===== config.mk =====
export PLATFORM = sky130hd
export DESIGN_NAME = seq_divider
export DESIGN_NICKNAME = d
export VERILOG_FILES = /design/src/rtl/seq_divider.sv
export SDC_FILE = /design/constraint.sdc
export NUM_CORES = 1
export LEC_CHECK = 0
export CORE_MARGIN = 2
export CORE_UTILIZATION = 33
export CTS_CLUSTER_DIAMETER = 60
export DETAILED_ROUTE_END_ITERATION = 16
export GPL_TIMING_DRIVEN = 0
export PLACE_DENSITY = 0.6
export RECOVER_POWER = 50
export SLEW_MARGIN = 5
export SYNTH_ARGS = -nofsm -noshare
export SYNTH_HDL_FRONTEND = slang
export SYNTH_SLANG_ARGS = --single-unit

===== constraint.sdc =====
create_clock -name Clock -period 5.9 [get_ports Clock]
set_input_delay 0.885 -clock Clock [delete_from_list [all_inputs] [get_ports Clock]]
set_output_delay 0.885 -clock Clock [all_outputs]
set_load 0.02 [all_outputs]

===== src/rtl/seq_divider.sv =====
// seq_divider: radix-2 restoring divider, one quotient bit per clock, start/busy/done handshake.
// Define DIV_SIGNED_EN to honour is_signed (adds the FIX sign-correction state).
module seq_divider #(
  parameter int WIDTH = 32,
  parameter int CNT_W = 6
) (
  input  logic             Clock,
  input  logic             Reset,
  input  logic             start,
  input  logic             is_signed,
  input  logic [WIDTH-1:0] dividend,
  input  logic [WIDTH-1:0] divisor,
  output logic             busy,
  output logic             done,
  output logic             div_by_zero,
  output logic [WIDTH-1:0] quotient_hi,
  output logic [WIDTH-1:0] quotient_lo
);
  localparam logic [1:0] IDLE = 2'd0;
  localparam logic [1:0] CALC = 2'd1;
  localparam logic [1:0] FIX  = 2'd2;
  localparam logic [1:0] DONE = 2'd3;
  localparam logic [CNT_W-1:0] LAST = CNT_W'(WIDTH - 1);
  logic [1:0]       state_q, state_d;
  logic [CNT_W-1:0] cnt_q, cnt_d;
  logic [WIDTH-1:0] rem_q, rem_d;
  logic [WIDTH-1:0] dd_q, dd_d;
  logic [WIDTH-1:0] dv_q, dv_d;
  logic [WIDTH-1:0] lo_q, lo_d;
  logic [WIDTH-1:0] hi_q, hi_d;
  logic             dbz_q, dbz_d;
  logic             signed_op, neg_dd, neg_dv, accept, fits;
  logic [WIDTH-1:0] mag_dd, mag_dv, dd_nx;
  logic [WIDTH:0]   rem_sh, trial, rem_nx;
`ifdef DIV_SIGNED_EN
  logic             sq_q, sq_d, sr_q, sr_d;
`endif
  always_comb begin
`ifdef DIV_SIGNED_EN
    signed_op = is_signed;
`else
    signed_op = is_signed & 1'b0;
`endif
    neg_dd = signed_op & dividend[WIDTH-1];
    neg_dv = signed_op & divisor[WIDTH-1];
    // the most negative value negates to itself, which is its correct unsigned magnitude
    mag_dd = neg_dd ? -dividend : dividend;
    mag_dv = neg_dv ? -divisor : divisor;
    accept = (state_q == IDLE || state_q == DONE) && start;
    rem_sh = {rem_q, dd_q[WIDTH-1]};
    trial  = rem_sh - {1'b0, dv_q};
    fits   = !trial[WIDTH];
    rem_nx = fits ? trial : rem_sh;
    dd_nx  = {dd_q[WIDTH-2:0], fits};
    state_d = state_q;
    cnt_d   = cnt_q;
    rem_d   = rem_q;
    dd_d    = dd_q;
    dv_d    = dv_q;
    lo_d    = lo_q;
    hi_d    = hi_q;
    dbz_d   = dbz_q;
`ifdef DIV_SIGNED_EN
    sq_d = sq_q;
    sr_d = sr_q;
`endif
    case (state_q)
      IDLE, DONE: begin
        state_d = !start ? IDLE : (divisor == '0) ? DONE : CALC;
        if (accept) begin
          dd_d  = mag_dd;
          dv_d  = mag_dv;
          rem_d = '0;
          cnt_d = '0;
`ifdef DIV_SIGNED_EN
          sq_d = neg_dd ^ neg_dv;
          sr_d = neg_dd;
`endif
          if (divisor == '0) begin
            lo_d  = '1;
            hi_d  = dividend;
            dbz_d = 1'b1;
          end
        end
      end
      CALC: begin
        rem_d = rem_nx[WIDTH-1:0];
        dd_d  = dd_nx;
        cnt_d = cnt_q + 1'b1;
        if (cnt_q == LAST) begin
`ifdef DIV_SIGNED_EN
          state_d = FIX;
`else
          state_d = DONE;
          lo_d    = dd_nx;
          hi_d    = rem_nx[WIDTH-1:0];
          dbz_d   = 1'b0;
`endif
        end
      end
`ifdef DIV_SIGNED_EN
      FIX: begin
        state_d = DONE;
        lo_d    = sq_q ? -dd_q : dd_q;
        hi_d    = sr_q ? -rem_q : rem_q;
        dbz_d   = 1'b0;
      end
`endif
      default: state_d = IDLE;
    endcase
  end
  always_ff @(posedge Clock or posedge Reset) begin
    if (Reset) begin
      state_q <= IDLE;
      cnt_q   <= '0;
      rem_q   <= '0;
      dd_q    <= '0;
      dv_q    <= '0;
      lo_q    <= '0;
      hi_q    <= '0;
      dbz_q   <= 1'b0;
    end else begin
      state_q <= state_d;
      cnt_q   <= cnt_d;
      rem_q   <= rem_d;
      dd_q    <= dd_d;
      dv_q    <= dv_d;
      lo_q    <= lo_d;
      hi_q    <= hi_d;
      dbz_q   <= dbz_d;
    end
  end
`ifdef DIV_SIGNED_EN
  always_ff @(posedge Clock or posedge Reset) begin
    if (Reset) begin
      sq_q <= 1'b0;
      sr_q <= 1'b0;
    end else begin
      sq_q <= sq_d;
      sr_q <= sr_d;
    end
  end
`endif
  assign busy        = state_q == CALC || state_q == FIX;
  assign done        = state_q == DONE;
  assign div_by_zero = dbz_q;
  assign quotient_hi = hi_q;
  assign quotient_lo = lo_q;
endmodule


-- Word-level counts from Yosys, hierarchy flattened
Index checks and enable logic that the tools add are counted.
- logic and storage cells: 51
- flip-flop bits (word level): 169
- input bits: 68
- output and inout port bits: 67
- add/subtract/negate cells: 2
- eq/ne operators: 7
- reductions and logical operators: 11
- muxes and demuxes: 23
- operators by type and width (cell ; number):
    32-bit two-way mux ; 9
    32-bit one-hot mux with 2 select lines ; 4
    33-bit by 32-bit subtractor with 33-bit output ; 1
    32-bit zero test ; 1
    6-bit one-hot mux with 2 select lines ; 1
    6-bit by 1-bit adder with 6-bit output, second input constant ; 1
    6-bit by 5-bit equality test with 1-bit output, second input constant ; 1
    2-bit two-way mux ; 3
    6-bit two-way mux ; 1
    2-bit != test, second input constant ; 3
    2-bit equality test, second input constant ; 2
    2-bit one-hot mux with 2 select lines ; 1
    2-bit AND reduction ; 2
    4-bit AND reduction ; 1
    1-bit two-way mux ; 3
    2-bit by 1-bit equality test with 1-bit output, second input constant ; 1
    2-bit zero test ; 1
    1-bit logical OR ; 2
    1-bit one-hot mux with 2 select lines ; 1
    2-bit nonzero test ; 1
    2-bit OR reduction ; 1
    1-bit logical AND ; 1
    1-bit zero test ; 1

-- Logic depth before layout (Yosys ltp)
Gate-level depths: netlist (run 1).
- depth after elaboration: 5
- gate-level depth with buffers: 14
- mapped depth without buffers: 12

-- Least setup slack after synthesis (run 1)
No wires, ideal clock.
- kind: flip-flop to flip-flop
- start: reg dd_q[31]
- end: reg hi_q[10], in the netlist quotient_hi[10]
- arrival time: 2755 ps
- path buffers: 2
- cell stages (with the launch flop): 15
- required time: 5760 ps
- slack: 3005 ps
- library setup time: 140 ps
- clock period less this slack: 2895 ps
- path through: dfrtp_1 > inv_1 > ha_1 > fa_1 > nand2b_1 > a21oi_1 > o21ai_0 > o211ai_2 > o21ai_4 > and3_1 > buf_4 > nor2_8 > buf_12 > mux2i_1 > o211ai_2
- cells in the longest elaborated chain, start to end: 4
- RTL lines (what ; RTL line ; text):
    from (decl) ; 27 ; logic [WIDTH-1:0] dd_q, dd_d;
    from (signal assigned) ; 117 ; dd_q <= '0;
    from (signal assigned) ; 126 ; dd_q <= dd_d;
    33-bit by 32-bit subtractor with 33-bit output ; 51 ; trial = rem_sh - {1'b0, dv_q};
    32-bit two-way mux ; 53 ; rem_nx = fits ? trial : rem_sh;
    32-bit two-way mux ; 90 ; if (cnt_q == LAST) begin
    32-bit one-hot mux with 2 select lines ; 67 ; case (state_q)
    to (signal assigned) ; 129 ; hi_q <= hi_d;
    to (decl) ; 30 ; logic [WIDTH-1:0] hi_q, hi_d;
No other way between the ends. The select of a mux whose other input is x is not followed.
A chain may end at the register's enable or synchronous reset.

-- Final worst setup path (run 1)
- start: in divisor[1]
- end: reg hi_q[7], in the netlist quotient_hi[7]
- cells in the longest elaborated chain, start to end: 3
- RTL lines (what ; RTL line ; text):
    from (decl) ; 12 ; input logic [WIDTH-1:0] divisor,
    32-bit zero test ; 79 ; if (divisor == '0) begin
    2-bit != test (no line) ; - ;
    4-bit AND reduction (no line) ; - ;
No other way between the ends.

==> metrics.sh, run 1 <==
RR_ENDPOINT='quotient_hi[7]'
TIMING.REG2REG.WORST_PATH_DEPTH=8
CLK_TRANSITION_REPORTED_PATHS_NS=0.07
SYN-CELL-AREA_SQ_UM=9370
LAYOUT_WORST_PATH_CYCLE_SHARE_PCT=73.9
CRIT_END='quotient_hi[7]'
RELSLEWSLACK_PCT=-106
DETAILEDROUTE.FIRSTPASSITERATIONCOUNT=6
POWER_mW=7.08
CTS_NUM_SINKS=169
POWER.LEAKAGE_nW=5.08
MIN-DELAY-PATH-CLASS='reg -> reg'
NUM_VIAS=7944
POWER_DENSITY_nW_PER_UM2=599
CLK_PATH_BUF_DEPTH=2
GP_CONGESTION=0.844
TIMING.FINAL.SETUP_VIOLATIONS=0
HTREE_LEVELS=4
VIOLATIONS='max-capacitance violations, max-slew violations'
CORE-AREA_SQ_UM=27900
WORST_SLEW_PIN_SLEW_NS=3.07
WORSTREG2REGSTART='state_q[0]'
GRTUSAGETOTAL_PCT=19.1
NUMBER_OF_LIBRARY_CELL_TYPES_MAPPED_BY_SYNTHESIS=63
CLOCK-SKEW-FINAL_NS=0.0104
OVERFLOW=0
MAX_STAGE_DELAY_NS=0.91
DETAIL_ROUTE.DRC_VIOLATIONS=0
FIRST_PASS_GRT_WIRE_LENGTH_UM=44400
SYNTH_SEQ_CELLS=169
FP.DIEH_UM=173
ANTENNA_LEFT=0
CRIT_PATH_KIND='in -> reg'
FMAX_GHz=0.229
POST_CTS_HOLD_BUFFER_COUNT=0
YS_ASYNC_SR_FRACTION_PCT=100
DPL_WORST_SLACK_NS=1.12
SYNTHTOPCELLSBYCOUNT='169 x sky130_fd_sc_hd__dfrtp_1, 168 x sky130_fd_sc_hd__nand2_1, 83 x sky130_fd_sc_hd__o21ai_0'
RATIO_OF_CELLS_WITH_DRIVE_ABOVE_1_IN_THE_FINAL_LAYOUT_PCT=8.60
POST_DRT_VIA_CELL_RATIO=5.08
IO_PINS=135
STATUS='complete, but fails checks'
SYNTHESIS.YOSYS.WARNINGS=0
WORST_SETUP_PATH_START_KIND='input pin'
CLK_LATENCY_NS=0.44
HPWL_UM=21800
WORSTPATHARRIVAL_NS=4.64
CLK_ROOT_BUFFER_CELL='sky130_fd_sc_hd__clkbuf_16'
FINAL.FILL_COUNT=2763
TIMING.CRITICAL_PATH.SLOWEST_STAGE_CELL='sky130_fd_sc_hd__nor4_1'
WIRELENGTH_UM=28200
FIRST_GLOBAL_VIAS=7762
YS_DOMINANT_REG_CELL='sky130_fd_sc_hd__dfrtp_1'
CRITPATHMAXFANOUT=10
SYNTH.TOP_CELL.AREA_SHARE_PCT=45.1
CTS_SETUP_BUFFERS=0
GRT_ANTENNA_BEFORE_REPAIR=0
WL_PER_CELL_UM=18.0
SYNTH_EDF_COUNT=0
TNS_NS=0
CRITPATHREQUIREDTIME_NS=6.18
INITIAL_UTILIZATION_PCT=33.6
FP.DIEW_UM=173
YS_SEQ_AREA_SHARE_PCT=45.1
CTS_RESIZED=0
TIMING.FINAL.WS_SETUP_NS=1.54
DR.FIRST_ITER.DRC_COUNT=614
DIE_OUTLINE_AREA_SQ_UM=29800
HOLD_VIOL_FINAL=0
YOSYS.CELL_COUNT.TOP_TYPE='sky130_fd_sc_hd__dfrtp_1'
MAXCAPVIOLATIONS=1
COUNT_OF_PINS_OVER_THEIR_SLEW_LIMIT=69
UNREPAIRED_SETUP_ENDPOINTS_AFTER_GLOBAL_ROUTING='false'
FINALCRITICALPERIOD_NS=4.36
CTS_MADE_BUFFERS=17
IO_PORT_BUFS=133
YS_TOP_CELLS_BY_AREA='sky130_fd_sc_hd__dfrtp_1 45%, sky130_fd_sc_hd__nand2_1 6.7%, sky130_fd_sc_hd__ha_1 4.8%, sky130_fd_sc_hd__o21ai_0 4.4%, sky130_fd_sc_hd__mux2i_1 4.3%'
CRIT_CHAIN='clkdlybuf4s50_1 > nor4_1 > nand4_1 > nor4_1 > o21a_1 > clkbuf_1 > clkbuf_1 > a31oi_1'
SYN-INSTANCE-COUNT=1020
SYNTHTOLAYOUTAREAGROWTH_PCT=26.1
SYNTH_NETS=1125
CTS_TREE='yes'
RRSETUPSLACK_NS=2.06
SYNTHESIS.AREA_PER_INSTANCE_SQ_UM=9.19
NUM-NETS-FINAL=1278
STARTPOINT='divisor[1]'
ENDPOINT_KIND='flip-flop'
SYNTH.LARGEST_AREA_CELL='sky130_fd_sc_hd__dfrtp_1'
FLOORPLAN.ROWS=61
GRT_MAX_DEGREE=102
IR_DROP_uV=255
## stage by stage
stage	instance area, sq um	hold WS, ns	cells	utilization (%)
after detailed placement	11200	0.457	1532	40.2
final	11800	0.463	1565	42.4
after global placement	11200	0.455	1531	40.1
after global routing	11800	0.487	1564	42.4
after CTS	11800	0.474	1564	42.4
after floorplan	9370	0.466	1020	-
## registers in the layout (all words and copies together) (netlist names)
| signal | flops |
|---|---|
| cnt_q | 6 |
| quotient_hi | 32 |
| state_q | 2 |
| rem_q | 32 |
| quotient_lo | 32 |
| div_by_zero | 1 |
| dv_q | 32 |
| dd_q | 32 |
## cell families after synthesis
group                    count (synthesis)  synth area share (%)
adder cells (fa/ha/maj)                 37                  5.02
AND/OR/NAND/NOR                        330                  15.6
buffers and inverters                  107                  4.75
AO/OA/AOI/OAI                          273                  18.3
flip-flops                             169                  45.1
multiplexers                            72                  8.12
XOR/XNOR                                32                  2.99
## metal layers
metal | part of all wire (%) | vias up | track usage, %
li1 | - | 3898 | -
met1 | 49 | 3792 | 27.5
met2 | 45 | 230 | 30.1
met3 | 5.2 | 24 | 3.38
met4 | 0.88 | 0 | 3.81
met5 | 0 | - | 0
## cells in the final DEF (no fill, tap or decap), types with 9 or more instances in the layout
master	n
sky130_fd_sc_hd__dfrtp_1	169
sky130_fd_sc_hd__nand2_1	168
sky130_fd_sc_hd__xor2_1	16
sky130_fd_sc_hd__clkdlybuf4s50_1	105
sky130_fd_sc_hd__o21ai_0	83
sky130_fd_sc_hd__clkbuf_1	44
sky130_fd_sc_hd__nor2_1	64
sky130_fd_sc_hd__mux2_2	32
sky130_fd_sc_hd__a21oi_1	56
sky130_fd_sc_hd__nor3_1	13
sky130_fd_sc_hd__clkbuf_16	17
sky130_fd_sc_hd__nor4_1	10
sky130_fd_sc_hd__nand3_1	34
sky130_fd_sc_hd__buf_2	10
sky130_fd_sc_hd__o21ai_1	19
sky130_fd_sc_hd__a31oi_1	31
sky130_fd_sc_hd__o211ai_1	19
sky130_fd_sc_hd__xnor2_1	16
sky130_fd_sc_hd__inv_1	45
sky130_fd_sc_hd__nand4_1	9
sky130_fd_sc_hd__mux2i_1	40
sky130_fd_sc_hd__a21o_1	10
sky130_fd_sc_hd__dlygate4sd3_1	28
sky130_fd_sc_hd__ha_1	36
## report_power, final
part | internal (mW) | switching, mW | total [mW]
Sequential | 1.69 | 0.378 | 2.06
Clock | 0.620 | 0.552 | 1.17
Combinational | 1.51 | 2.33 | 3.84
Total | 3.81 | 3.26 | 7.08
## final cells by class
cell class,count,area [sq um],area share (%)
timing repair buffer,134,1360,11.5
buffer,61,273,2.31
sequential,169,4230,35.8
antenna,1,2.50,0.0212
multi-input combinational,744,4700,39.8
clock buffer,18,439,3.72
inverter,46,174,1.47
clock inverter,14,170,1.44
tap,378,473,4.00
## how the worst min path moves through the flow
stage                    start               to  slack [ns]  cells after the start
2_1_floorplan         cnt_q[1]         cnt_q[1]        0.47                      2
3_5_place_dp   quotient_lo[29]  quotient_lo[29]        0.46                      2
4_1_cts        quotient_lo[17]  quotient_lo[17]        0.47                      2
5_1_grt        quotient_lo[29]  quotient_lo[29]        0.49                      2
6_report       quotient_lo[29]  quotient_lo[29]        0.46                      2
3_3_place_gp    quotient_lo[9]   quotient_lo[9]        0.46                      2
## worst max-delay path, delay by kind of cell
kind                   cells  cell delay, ns
AOI/OAI and AO/OA          2            0.57
buffers and inverters      3            1.45
and+or+nand+nor            3            1.72
(Power assumes the default switching activity.)
==> run 2: changes to the inputs <==
- clock period: 5.9 -> 4.3 ns (I/O delays scaled with it)
==> metrics.sh, run 2 (same netlist as run 1, synthesis figures left out) <==
INITIAL_UTILIZATION_PCT=33.6  # unchanged
TIMING.CRITICAL_PATH.SLOWEST_STAGE_CELL='sky130_fd_sc_hd__nor4_2'
INSERTEDDIODECOUNT=0  # -1
CRIT_CHAIN='clkdlybuf4s50_1 > nor4_1 > nand4_1 > nor4_2 > o21a_1 > clkbuf_1 > clkbuf_1 > a31oi_1'
CTS_TREE='yes'
RRSETUPSLACK_NS=0.54  # -1.52 ns
GRT_ANTENNA_BEFORE_REPAIR=0  # unchanged
LAYOUT_WORST_PATH_CYCLE_SHARE_PCT=90.3
RATIO_OF_CELLS_WITH_DRIVE_ABOVE_1_IN_THE_FINAL_LAYOUT_PCT=8.66  # +0.062 points
CELL_INT_POWER_mW=5.22  # +37%
NUM-NETS-FINAL=1281  # +0.23%
WORSTREG2REGSTART='dd_q[31]'
RELATIVE_CONTRIBUTION_OF_SEQUENTIAL_CELLS_TO_TOTAL_POWER_PCT=29.3  # about the same
CLK_TRANSITION_REPORTED_PATHS_NS=0.07  # about the same
CLK_ROOT_BUFFER_CELL='sky130_fd_sc_hd__clkbuf_16'
POWER_mW=9.68  # +37%
TIMING.FINAL.WS_SETUP_NS=0.418  # -1.12 ns
P_SWITCHING_mW=4.46  # +37%
OVERFLOW=0  # unchanged
LEADING_CELL_TYPES_IN_THE_LAYOUT_FILL_AND_TAPS_EXCLUDED='169 x sky130_fd_sc_hd__dfrtp_1, 168 x sky130_fd_sc_hd__nand2_1, 103 x sky130_fd_sc_hd__clkdlybuf4s50_1'
GRT_MAX_DEGREE=41  # -60%
WORST_SETUP_PATH_START_KIND='input pin'
WHS_PATH_DEPTH=2  # unchanged
FINAL.FILL_COUNT=2785  # +0.80%
CRITPATHMAXFANOUT=10  # unchanged
DIE_OUTLINE_AREA_SQ_UM=29800  # unchanged
SEQCELLAREA_SQ_UM=4230  # unchanged
WORSTPATHARRIVAL_NS=4.16  # -0.48 ns
MULTI_INPUT_LOGIC_AREA_SQ_UM=4700  # +0.13%
CTS_RESIZED=0  # unchanged
CLOCK-SKEW-FINAL_NS=0.0127  # +0.00233 ns
FP.DIEH_UM=173  # unchanged
RR_ENDPOINT='quotient_hi[11]'
NETSWITCHINGFRACTION_PCT=46.1  # about the same
CPMOSTUSEDCELL='sky130_fd_sc_hd__clkbuf_1'
DPL_WORST_SLACK_NS=-0.265  # -1.38 ns
DETAILEDROUTE.FIRSTPASSITERATIONCOUNT=5  # -1
VIOLATIONS='max-capacitance violations, max-slew violations'
POST-ROUTE-UTIL_PCT=42.4  # -0.045 points
POWER.LEAKAGE_nW=5.07  # about the same
RELSLEWSLACK_PCT=-40.8  # +65 points
HPWL_UM=22200  # +1.9%
ENDPOINT_KIND='flip-flop'
TIMING.FINAL.SETUP_VIOLATIONS=0  # unchanged
WHS_NS=0.461  # -0.00250 ns
IR_DROP_uV=246  # -3.5%
GP_CONGESTION=0.850  # +0.65%
CRITPATHREQUIREDTIME_NS=4.58  # -1.60 ns
CTS_MADE_BUFFERS=17  # unchanged
POST_CTS_HOLD_BUFFER_COUNT=0  # unchanged
DR.FIRST_ITER.DRC_COUNT=584  # -4.9%
TIMING.REG2REG.WORST_PATH_DEPTH=13  # +5
PLACE_INST=1535  # +0.20%
HOLD_VIOL_FINAL=0  # unchanged
MIN-DELAY-PATH-CLASS='reg -> reg'
HTREE_LEVELS=4  # unchanged
DETAIL_ROUTE.DRC_VIOLATIONS=0  # unchanged
WIRELENGTH_UM=28200  # +0.20%
TNS_NS=0  # unchanged
POWER_FRAC_CLOCK_PCT=16.3  # -0.3 points
MAX_STAGE_DELAY_NS=0.68  # -0.23 ns
FIRST_GLOBAL_VIAS=7915  # +2.0%
DESIGN_AREA_SQ_UM=11800  # -0.11%
NUM_VIAS=8050  # +1.3%
FMAX_GHz=0.258
FIRST_PASS_GRT_WIRE_LENGTH_UM=44800  # +0.95%
POWER.SHARE.COMBINATIONAL_PCT=54.4  # about the same
CTS_SETUP_BUFFERS=0  # unchanged
SYNTHTOLAYOUTAREAGROWTH_PCT=26.0
CTS_NUM_SINKS=169  # unchanged
ANTENNA_LEFT=0  # unchanged
FLOORPLAN.ROWS=61  # unchanged
UNREPAIRED_SETUP_ENDPOINTS_AFTER_GLOBAL_ROUTING='false'
FINAL_COMMON_CELL='sky130_fd_sc_hd__dfrtp_1'
MAXCAPVIOLATIONS=3  # +2
IO_PORT_BUFS=133  # unchanged
HOLD_PATH_STARTPOINT='quotient_lo[20]'
POWER_DENSITY_nW_PER_UM2=820  # +37%
GRTUSAGETOTAL_PCT=19.1  # +0.026 points
CLK_LATENCY_NS=0.44  # about the same
WL_PER_CELL_UM=18.0  # about the same
POST_DRT_VIA_CELL_RATIO=5.14  # +1.2%
FINAL_CELLS=1567  # +0.13%
CRIT_PATH_KIND='in -> reg'
COUNT_OF_PINS_OVER_THEIR_SLEW_LIMIT=110  # +59%
CLK_PATH_BUF_DEPTH=2  # unchanged
CORE-AREA_SQ_UM=27900  # unchanged
PLACED_CELL_AREA_SQ_UM=11300  # +0.43%
IO_PINS=135  # unchanged
WORST_SLEW_PIN_SLEW_NS=2.11  # -0.960 ns
STATUS='complete, but fails checks'
FINALCRITICALPERIOD_NS=3.88
FP.DIEW_UM=173  # unchanged
TIMING.HOLD.WORST_ENDPOINT='quotient_lo[20]'
==> run 2: cell types whose count changed in the layout (fill, tap and decap cells not counted), moves of 2 or more <==
cell                              delta
sky130_fd_sc_hd__clkinv_4            -2
sky130_fd_sc_hd__clkbuf_1            +3
sky130_fd_sc_hd__clkinv_8            -2
sky130_fd_sc_hd__inv_6               +2
sky130_fd_sc_hd__clkdlybuf4s50_1     -2
sky130_fd_sc_hd__dlygate4sd3_1       +2
==> run 2: worst max path at each step <==
stage / startpoint / endpoint / slack [ns] / cells after the start
2_1_floorplan: dd_q[31] / quotient_hi[10] / 1.40 / 14
3_3_place_gp: divisor[1] / quotient_hi[24] / -0.22 / 8
3_5_place_dp: divisor[1] / quotient_hi[14] / -0.26 / 8
4_1_cts: divisor[1] / quotient_hi[11] / 0.17 / 8
5_1_grt: Reset / dd_q[24] / 0.24 / 3
6_report: divisor[0] / quotient_hi[11] / 0.42 / 8
==> run 2: final cells by class <==
cell class / instances / area share [%]
Multi-Input combinational cell: 744 / 39.8
Sequential cell: 169 / 35.8
Timing Repair Buffer: 137 / 11.5
Tap cell: 378 / 4.01
Clock buffer: 18 / 3.72
Buffer: 61 / 2.31
Inverter: 46 / 1.47
Clock inverter: 14 / 1.27
==> run 2: layer usage <==
metal	share of wire, %	GRT usage [%]	vias up
li1	-	-	3904
met1	49	27.4	3857
met2	44	29.4	261
met3	5.4	4.00	28
met4	1.9	4.88	0
met5	0	0	-
==> run 2: power groups by stage <==
stage          Sequential, mW  Combinational [mW]  Clock, mW
2_1_floorplan            3.04                3.24          0
3_3_place_gp             2.85                5.22          0
3_5_place_dp             2.87                5.31          0
4_1_cts                  2.84                5.33       1.60
5_1_grt                  2.92                5.82       1.67
6_report                 2.83                5.27       1.58
==> run 2: worst max-delay path: cells and delay by family <==
| kind | cells | cell delay (ns) |
|---|---|---|
| AND/OR/NAND/NOR | 3 | 1.47 |
| buffers and inverters | 3 | 1.47 |
| AO/OA/AOI/OAI | 2 | 0.56 |
